<file path="config.mk">
export PLATFORM = sky130hd
export DESIGN_NAME = butterfly_r2_pipe_flat
export DESIGN_NICKNAME = d
export VERILOG_FILES = /design/src/rtl/butterfly_pkg.sv /design/src/rtl/butterfly_r2_pipe_if.sv /design/src/rtl/cmul_pipe.sv /design/src/rtl/butterfly_r2_pipe.sv /design/src/flat_wrapper.sv
export SDC_FILE = /design/constraint.sdc
export NUM_CORES = 2
export LEC_CHECK = 0
export CORE_UTILIZATION = 57
export DETAILED_ROUTE_END_ITERATION = 8
export DONT_BUFFER_PORTS = 1
export PLACE_DENSITY = 0.72
export SYNTH_ARGS = -nofsm -noshare
export SYNTH_HDL_FRONTEND = slang
export SYNTH_SLANG_ARGS = --single-unit
</file>
<file path="constraint.sdc">
create_clock -name clk -period 11.3 [get_ports clk]
set_input_delay 1.695 -clock clk [delete_from_list [all_inputs] [get_ports clk]]
set_output_delay 1.695 -clock clk [all_outputs]
set_load 0.02 [all_outputs]
</file>
<file path="src/rtl/butterfly_pkg.sv">
// butterfly_pkg: default widths plus fixed-point truncation and reduction helpers.
// Build option BUTTERFLY_SAT_EN turns wrapping reduction into saturation.
package butterfly_pkg;

    localparam int DW_DEF   = 16;
    localparam int FRAC_DEF = 11;
    localparam int WW       = 64;

    typedef logic signed [WW-1:0] wide_t;

    // Arithmetic shift right that rounds toward zero instead of toward -inf.
    function automatic wide_t trunc_zero(wide_t p, int frac);
        wide_t bias;
        bias = p[WW-1] ? (wide_t'(1) <<< frac) - wide_t'(1) : '0;
        return (p + bias) >>> frac;
    endfunction

    function automatic logic fits(wide_t v, int dw);
        wide_t lim;
        lim = wide_t'(1) <<< (dw - 1);
        return (v < lim) && (v >= -lim);
    endfunction

    function automatic wide_t reduce(wide_t v, int dw);
`ifdef BUTTERFLY_SAT_EN
        wide_t lim;
        lim = wide_t'(1) <<< (dw - 1);
        if (v >= lim) return lim - wide_t'(1);
        if (v < -lim) return -lim;
        return v;
`else
        return (v <<< (WW - dw)) >>> (WW - dw);
`endif
    endfunction

endpackage

</file>
<file path="src/rtl/butterfly_r2_pipe_if.sv">
// butterfly_r2_pipe_if: operand/result valid-ready bundle of butterfly_r2_pipe.
// Unaffected by BUTTERFLY_SAT_EN.
interface butterfly_r2_pipe_if
    import butterfly_pkg::*;
#(
    parameter int DW = DW_DEF
) ();
    logic            in_valid;
    logic            in_ready;
    logic [2*DW-1:0] x0;
    logic [2*DW-1:0] x1;
    logic [2*DW-1:0] tw;
    logic            inv;
    logic            scale;
    logic            out_valid;
    logic            out_ready;
    logic [2*DW-1:0] y0;
    logic [2*DW-1:0] y1;
    logic            ovf;

    modport slave (
        input  in_valid, x0, x1, tw, inv, scale, out_ready,
        output in_ready, out_valid, y0, y1, ovf
    );

    modport master (
        output in_valid, x0, x1, tw, inv, scale, out_ready,
        input  in_ready, out_valid, y0, y1, ovf
    );
endinterface

</file>
<file path="src/rtl/cmul_pipe.sv">
// cmul_pipe: S1 operand register with twiddle conjugation, S2 partial products.
// Both stages advance only while en is high; unaffected by BUTTERFLY_SAT_EN.
module cmul_pipe
    import butterfly_pkg::*;
#(
    parameter int DW   = DW_DEF,
    parameter int FRAC = FRAC_DEF
) (
    input  logic                 clk,
    input  logic                 reset,
    input  logic                 en,
    input  logic                 in_valid,
    input  logic [2*DW-1:0]      x0,
    input  logic [2*DW-1:0]      x1,
    input  logic [2*DW-1:0]      tw,
    input  logic                 inv,
    input  logic                 scale,
    output logic                 p_valid,
    output logic [2*DW-1:0]      p_x0,
    output logic                 p_scale,
    output logic signed [DW-1:0] rr,
    output logic signed [DW-1:0] ii,
    output logic signed [DW-1:0] ri,
    output logic signed [DW-1:0] ir
);
    logic                 s1_valid_q, s1_valid_d;
    logic [2*DW-1:0]      s1_x0_q, s1_x0_d;
    logic [2*DW-1:0]      s1_x1_q, s1_x1_d;
    logic [2*DW-1:0]      s1_w_q, s1_w_d;
    logic                 s1_scale_q, s1_scale_d;
    logic                 s2_valid_q, s2_valid_d;
    logic [2*DW-1:0]      s2_x0_q, s2_x0_d;
    logic                 s2_scale_q, s2_scale_d;
    logic signed [DW-1:0] rr_q, rr_d, ii_q, ii_d;
    logic signed [DW-1:0] ri_q, ri_d, ir_q, ir_d;
    logic signed [DW-1:0] w_im;
    logic signed [DW-1:0] a_re, a_im, b_re, b_im;

    assign a_re = s1_x1_q[2*DW-1:DW];
    assign a_im = s1_x1_q[DW-1:0];
    assign b_re = s1_w_q[2*DW-1:DW];
    assign b_im = s1_w_q[DW-1:0];

    always_comb begin
        s1_valid_d = s1_valid_q;
        s1_x0_d    = s1_x0_q;
        s1_x1_d    = s1_x1_q;
        s1_w_d     = s1_w_q;
        s1_scale_d = s1_scale_q;
        s2_valid_d = s2_valid_q;
        s2_x0_d    = s2_x0_q;
        s2_scale_d = s2_scale_q;
        rr_d = rr_q;
        ii_d = ii_q;
        ri_d = ri_q;
        ir_d = ir_q;
        w_im = tw[DW-1:0];
        if (inv) w_im = -tw[DW-1:0];
        if (en) begin
            s1_valid_d = in_valid;
            s1_x0_d    = x0;
            s1_x1_d    = x1;
            s1_w_d     = {tw[2*DW-1:DW], w_im};
            s1_scale_d = scale;
            s2_valid_d = s1_valid_q;
            s2_x0_d    = s1_x0_q;
            s2_scale_d = s1_scale_q;
            rr_d = DW'(trunc_zero(wide_t'(a_re) * wide_t'(b_re), FRAC));
            ii_d = DW'(trunc_zero(wide_t'(a_im) * wide_t'(b_im), FRAC));
            ri_d = DW'(trunc_zero(wide_t'(a_re) * wide_t'(b_im), FRAC));
            ir_d = DW'(trunc_zero(wide_t'(a_im) * wide_t'(b_re), FRAC));
        end
    end

    always_ff @(posedge clk) begin
        if (reset) begin
            s1_valid_q <= 1'b0;
            s1_x0_q    <= '0;
            s1_x1_q    <= '0;
            s1_w_q     <= '0;
            s1_scale_q <= 1'b0;
            s2_valid_q <= 1'b0;
            s2_x0_q    <= '0;
            s2_scale_q <= 1'b0;
            rr_q <= '0;
            ii_q <= '0;
            ri_q <= '0;
            ir_q <= '0;
        end else begin
            s1_valid_q <= s1_valid_d;
            s1_x0_q    <= s1_x0_d;
            s1_x1_q    <= s1_x1_d;
            s1_w_q     <= s1_w_d;
            s1_scale_q <= s1_scale_d;
            s2_valid_q <= s2_valid_d;
            s2_x0_q    <= s2_x0_d;
            s2_scale_q <= s2_scale_d;
            rr_q <= rr_d;
            ii_q <= ii_d;
            ri_q <= ri_d;
            ir_q <= ir_d;
        end
    end

    assign p_valid = s2_valid_q;
    assign p_x0    = s2_x0_q;
    assign p_scale = s2_scale_q;
    assign rr      = rr_q;
    assign ii      = ii_q;
    assign ri      = ri_q;
    assign ir      = ir_q;
endmodule

</file>
<file path="src/rtl/butterfly_r2_pipe.sv">
// butterfly_r2_pipe: 3-stage radix-2 complex butterfly with global stall.
// Define BUTTERFLY_SAT_EN for saturating (instead of wrapping) outputs.
module butterfly_r2_pipe
    import butterfly_pkg::*;
#(
    parameter int DW   = DW_DEF,
    parameter int FRAC = FRAC_DEF
) (
    input  logic              clk,
    input  logic              reset,
    butterfly_r2_pipe_if.slave bus
);
    logic                 en;
    logic                 p_valid, p_scale;
    logic [2*DW-1:0]      p_x0;
    logic signed [DW-1:0] rr, ii, ri, ir;
    logic                 out_valid_q, out_valid_d;
    logic [2*DW-1:0]      y0_q, y0_d, y1_q, y1_d;
    logic                 ovf_q, ovf_d;
    logic                 any_ovf;
    wide_t                m_re, m_im;
    wide_t                s [4];
    logic [DW-1:0]        r [4];

    assign en = !out_valid_q || bus.out_ready;

    cmul_pipe #(
        .DW   (DW),
        .FRAC (FRAC)
    ) u_cmul (
        .clk      (clk),
        .reset    (reset),
        .en       (en),
        .in_valid (bus.in_valid),
        .x0       (bus.x0),
        .x1       (bus.x1),
        .tw       (bus.tw),
        .inv      (bus.inv),
        .scale    (bus.scale),
        .p_valid  (p_valid),
        .p_x0     (p_x0),
        .p_scale  (p_scale),
        .rr       (rr),
        .ii       (ii),
        .ri       (ri),
        .ir       (ir)
    );

    // Wide sums are exact, so they equal the DW+2-bit results.
    always_comb begin
        m_re = wide_t'(rr) - wide_t'(ii);
        m_im = wide_t'(ri) + wide_t'(ir);
        s[0] = wide_t'($signed(p_x0[2*DW-1:DW])) + m_re;
        s[1] = wide_t'($signed(p_x0[DW-1:0])) + m_im;
        s[2] = wide_t'($signed(p_x0[2*DW-1:DW])) - m_re;
        s[3] = wide_t'($signed(p_x0[DW-1:0])) - m_im;
        any_ovf = 1'b0;
        for (int i = 0; i < 4; i++) begin
            if (p_scale) s[i] = s[i] >>> 1;
            any_ovf = any_ovf | !fits(s[i], DW);
            r[i] = DW'(reduce(s[i], DW));
        end
        out_valid_d = out_valid_q;
        y0_d  = y0_q;
        y1_d  = y1_q;
        ovf_d = ovf_q;
        if (en) begin
            out_valid_d = p_valid;
            if (p_valid) begin
                y0_d  = {r[0], r[1]};
                y1_d  = {r[2], r[3]};
                ovf_d = ovf_q | any_ovf;
            end
        end
    end

    always_ff @(posedge clk) begin
        if (reset) begin
            out_valid_q <= 1'b0;
            y0_q        <= '0;
            y1_q        <= '0;
            ovf_q       <= 1'b0;
        end else begin
            out_valid_q <= out_valid_d;
            y0_q        <= y0_d;
            y1_q        <= y1_d;
            ovf_q       <= ovf_d;
        end
    end

    assign bus.in_ready  = en;
    assign bus.out_valid = out_valid_q;
    assign bus.y0        = y0_q;
    assign bus.y1        = y1_q;
    assign bus.ovf       = ovf_q;
endmodule

</file>
<file path="src/flat_wrapper.sv">
// flat-port wrapper written by rule: the top's interface ports become plain ports
module butterfly_r2_pipe_flat import butterfly_pkg::*;
#(
    parameter int DW   = DW_DEF,
    parameter int FRAC = FRAC_DEF
)
  (clk, reset, bus_in_valid, bus_x0, bus_x1, bus_tw, bus_inv, bus_scale, bus_out_ready, bus_in_ready, bus_out_valid, bus_y0, bus_y1, bus_ovf);
  butterfly_r2_pipe_if #(.DW(DW)) bus_i ();
  input  logic clk;
  input  logic reset;
  input wire logic [$bits(bus_i.in_valid)-1:0] bus_in_valid;
  input wire logic [$bits(bus_i.x0)-1:0] bus_x0;
  input wire logic [$bits(bus_i.x1)-1:0] bus_x1;
  input wire logic [$bits(bus_i.tw)-1:0] bus_tw;
  input wire logic [$bits(bus_i.inv)-1:0] bus_inv;
  input wire logic [$bits(bus_i.scale)-1:0] bus_scale;
  input wire logic [$bits(bus_i.out_ready)-1:0] bus_out_ready;
  output wire logic [$bits(bus_i.in_ready)-1:0] bus_in_ready;
  output wire logic [$bits(bus_i.out_valid)-1:0] bus_out_valid;
  output wire logic [$bits(bus_i.y0)-1:0] bus_y0;
  output wire logic [$bits(bus_i.y1)-1:0] bus_y1;
  output wire logic [$bits(bus_i.ovf)-1:0] bus_ovf;
  assign bus_i.in_valid = bus_in_valid;
  assign bus_i.x0 = bus_x0;
  assign bus_i.x1 = bus_x1;
  assign bus_i.tw = bus_tw;
  assign bus_i.inv = bus_inv;
  assign bus_i.scale = bus_scale;
  assign bus_i.out_ready = bus_out_ready;
  assign bus_in_ready = bus_i.in_ready;
  assign bus_out_valid = bus_i.out_valid;
  assign bus_y0 = bus_i.y0;
  assign bus_y1 = bus_i.y1;
  assign bus_ovf = bus_i.ovf;
  butterfly_r2_pipe #(.DW(DW), .FRAC(FRAC)) u_core (.clk(clk), .reset(reset), .bus(bus_i));
endmodule
</file>
==> metrics.csv <==
metric,value,unit
ys_seq_elements,262,
synth_xor_area_frac,0.0412,
wirelength,143,mm
route.detailed.drc,120,
grt_pass1_vias,43800,
nets,7995,
p_leak,29.0,nW
fin_crit,9.91,ns
dp_hpwl,114,mm
ys_top_cells_by_area,"fa_1 (38%), ha_1 (9.8%), dfxtp_1 (9.4%)",
initial_core_util,0.577,
power_density,208,nW/µm²
syn_avg_cell_area,8.43,µm²
yosys.area_share.adder,0.476,
insertion_delay,0.60,ns
cp_max_fo,33,
synth_top_area_cell,fa_1,
synth_top_area_share,0.378,
syn_nets,8218,
post_cts_buffers,0,
layout_common_cells,"inv_1 (1,365), fa_1 (1,054), nand2_1 (931)",
setup_viol,0,
synth_warnings,0,
synth_ff_type,dfxtp_1,
routed_via_density,5.59,
reg2reg_depth,27,
critPathLaunch,u_core.u_cmul.s1_x1_q[15],
track_usage,0.300,
slew_viol_final,0,
fp.dieArea,99200,µm²
arrival,10.41,ns
seq_area_frac_synth,0.0939,
max-clock-path-buffers,3,
r2r-start,u_core.u_cmul.s1_x1_q[15],
syn2layout_area_growth,3.88,%
synthMuxAreaShare,0.00390,
hold_path_depth,2,
max_freq,101,MHz
clock_tree.root_cell,clkbuf_16,
htreeDepth,2,
hold_ws,0.450,ns
max-slew-margin-rel,0.151,
irDropWorstVdd,0.151,mV
layout_commonest_cell,inv_1,
path_clk_slew,0.06,ns
synth_top_family_by_area,adder cells,
antenna_found_initial,4,
final_core_util,0.599,
numCtsBuffers,36,
grt_pass1_wl,234,mm
postCtsResizedCells,0,
cts_tree,yes,
drive_gt1_frac,0.0305,
synth_compound_area_frac,0.0922,
gp_congestion,0.917,
cap_violations,0,
hold_viol,0,
synthCells,6624,
overflow,0,
coreArea,96900,µm²
first_iter_violations,3165,
period_share,0.877,
outcome,finished with violations,
wl_per_cell,18.6,µm
cp-endpoint,u_core.u_cmul.ir[15],
syn_area,55800,µm²
first_pass_iters,9,
num_vias,43000,
boundaryPins,169,
row_count,114,
die_h,315,µm
die_x,315,µm
crit_type,flip-flop to flip-flop,
critPathLaunchType,flip-flop,
finalSetupTns,0,ns
cp-end-kind,flip-flop,
total_power,0.0120,W
finClkSkew,0.0339,ns
io_buffer_count,0,
synth_edf_count,0,
synth.distinct_cells,96,
cts.sinks,262,
synthSimpleGateAreaFrac,0.178,
detail-route-antenna-nets,0,
ctsHoldBuffers,0,
grt_max_degree,263,
hp-class,flip-flop to flip-flop,
rrSetupSlack,1.39,ns
rsz0062_at_grt,false,
worst_pin_slew,1.27,ns
violations,DRC,
r2r_end,u_core.u_cmul.ir[15],
async_flop_share,0,
required,11.80,ns
## cells by family after synthesis
family          after synthesis
flops                       262
mux                          20
fa+ha+maj                  1492
xor+xnor                    262
simple gates               2088
buf+inv                    1702
compound gates              798
## metal layers
metal	up-vias	routed length [µm]	global-route usage
li1	19800	-	-
met1	21600	59800	0.405
met2	1443	67400	0.494
met3	222	11800	0.0536
met4	2	4480	0.0870
met5	-	17	0
## power by group
part	internal, W	switching, W
logic	0.00358	0.00588
clock network	0.000736	0.000501
registers	0.00110	0.000247
total	0.00541	0.00663
## sequential cells by signal, indices dropped and copies added, names as in the netlist, 32 cells and up
| register | flops |
|---|---|
| u_core.bus.y0 | 32 |
| u_core.bus.y1 | 32 |
| u_core.u_cmul.p_x0 | 32 |
| u_core.u_cmul.s1_w_q | 32 |
| u_core.u_cmul.s1_x0_q | 32 |
| u_core.u_cmul.s1_x1_q | 32 |
## worst min-delay path by stage
stage	from	end	slack [ns]
global route	u_core.u_cmul.s1_x0_q[4]	u_core.u_cmul.s1_x0_q[4]	0.46
detailed placement	u_core.u_cmul.s1_x0_q[15]	u_core.u_cmul.s1_x0_q[15]	0.44
CTS	u_core.u_cmul.s1_x0_q[19]	u_core.u_cmul.s1_x0_q[19]	0.45
floorplan	u_core.u_cmul.s1_scale_q	u_core.u_cmul.s1_scale_q	0.43
global placement	u_core.u_cmul.s1_x0_q[15]	u_core.u_cmul.s1_x0_q[15]	0.43
finish	u_core.u_cmul.s1_valid_q	u_core.u_cmul.s1_valid_q	0.45
## cells in the mapped netlist (8+ instances only)
library cell and number:
fa_1 1054, nor3b_1 13, or3_1 24, o21ai_0 111
xor2_1 83, nor2_1 327, xnor2_1 178, mux2i_1 15
inv_1 1366, o211ai_1 18, a21o_1 56, o21a_1 33
nand3_1 65, nor4b_1 8, a21oi_1 283, a221oi_1 8
nor2b_1 31, nand4_1 26, a311oi_1 14, or2_2 14
and3_1 18, ha_1 438, o21ai_1 9, o31a_1 9
clkbuf_1 324, nor3_1 72, o21bai_1 21, nand2_1 932
o311ai_0 8, nand2b_1 52, a211o_1 10, a31oi_1 22
and2_1 449, a211oi_1 112, nor4_1 15, dfxtp_1 262
## area by class of cell
type,instances,area [µm²]
multi-input combinational,4660,44200
fill,8539,38800
sequential,262,5260
inverter,1366,5130
tap,1276,1600
clock buffer,44,981
timing repair buffer,75,576
clock inverter,17,251
antenna,2,5.00
## stage by stage
stage	setup slack (ns)	std cells	instance area, µm²
2_1_floorplan	3.05	6624	55800
3_3_place_gp	1.78	7639	56800
3_5_place_dp	1.55	7639	56800
4_1_cts	1.50	7700	58000
5_1_grt	0.851	7701	58000
6_report	1.39	7702	58000
## worst max-delay path: stages, from the launching register on
cell and delay (ns):
dfxtp_1 1.13, nand2_1 0.30, fa_1 0.64, inv_1 0.08, fa_1 0.88, inv_1 0.18
fa_1 0.56, inv_1 0.05, fa_1 0.48, fa_1 0.54, inv_1 0.05, fa_1 0.53
inv_1 0.05, ha_1 0.39, nand2_1 0.09, o21ai_0 0.07, a221oi_1 0.47, o21a_1 0.19
a31oi_1 0.05, xnor2_1 0.57, inv_1 0.16, ha_1 0.33, and2_1 0.14, o2111ai_1 0.11
mux2i_1 0.86, nor3b_2 0.49, a31oi_1 0.14, nor4_1 0.26
(Power assumes the default switching activity.)
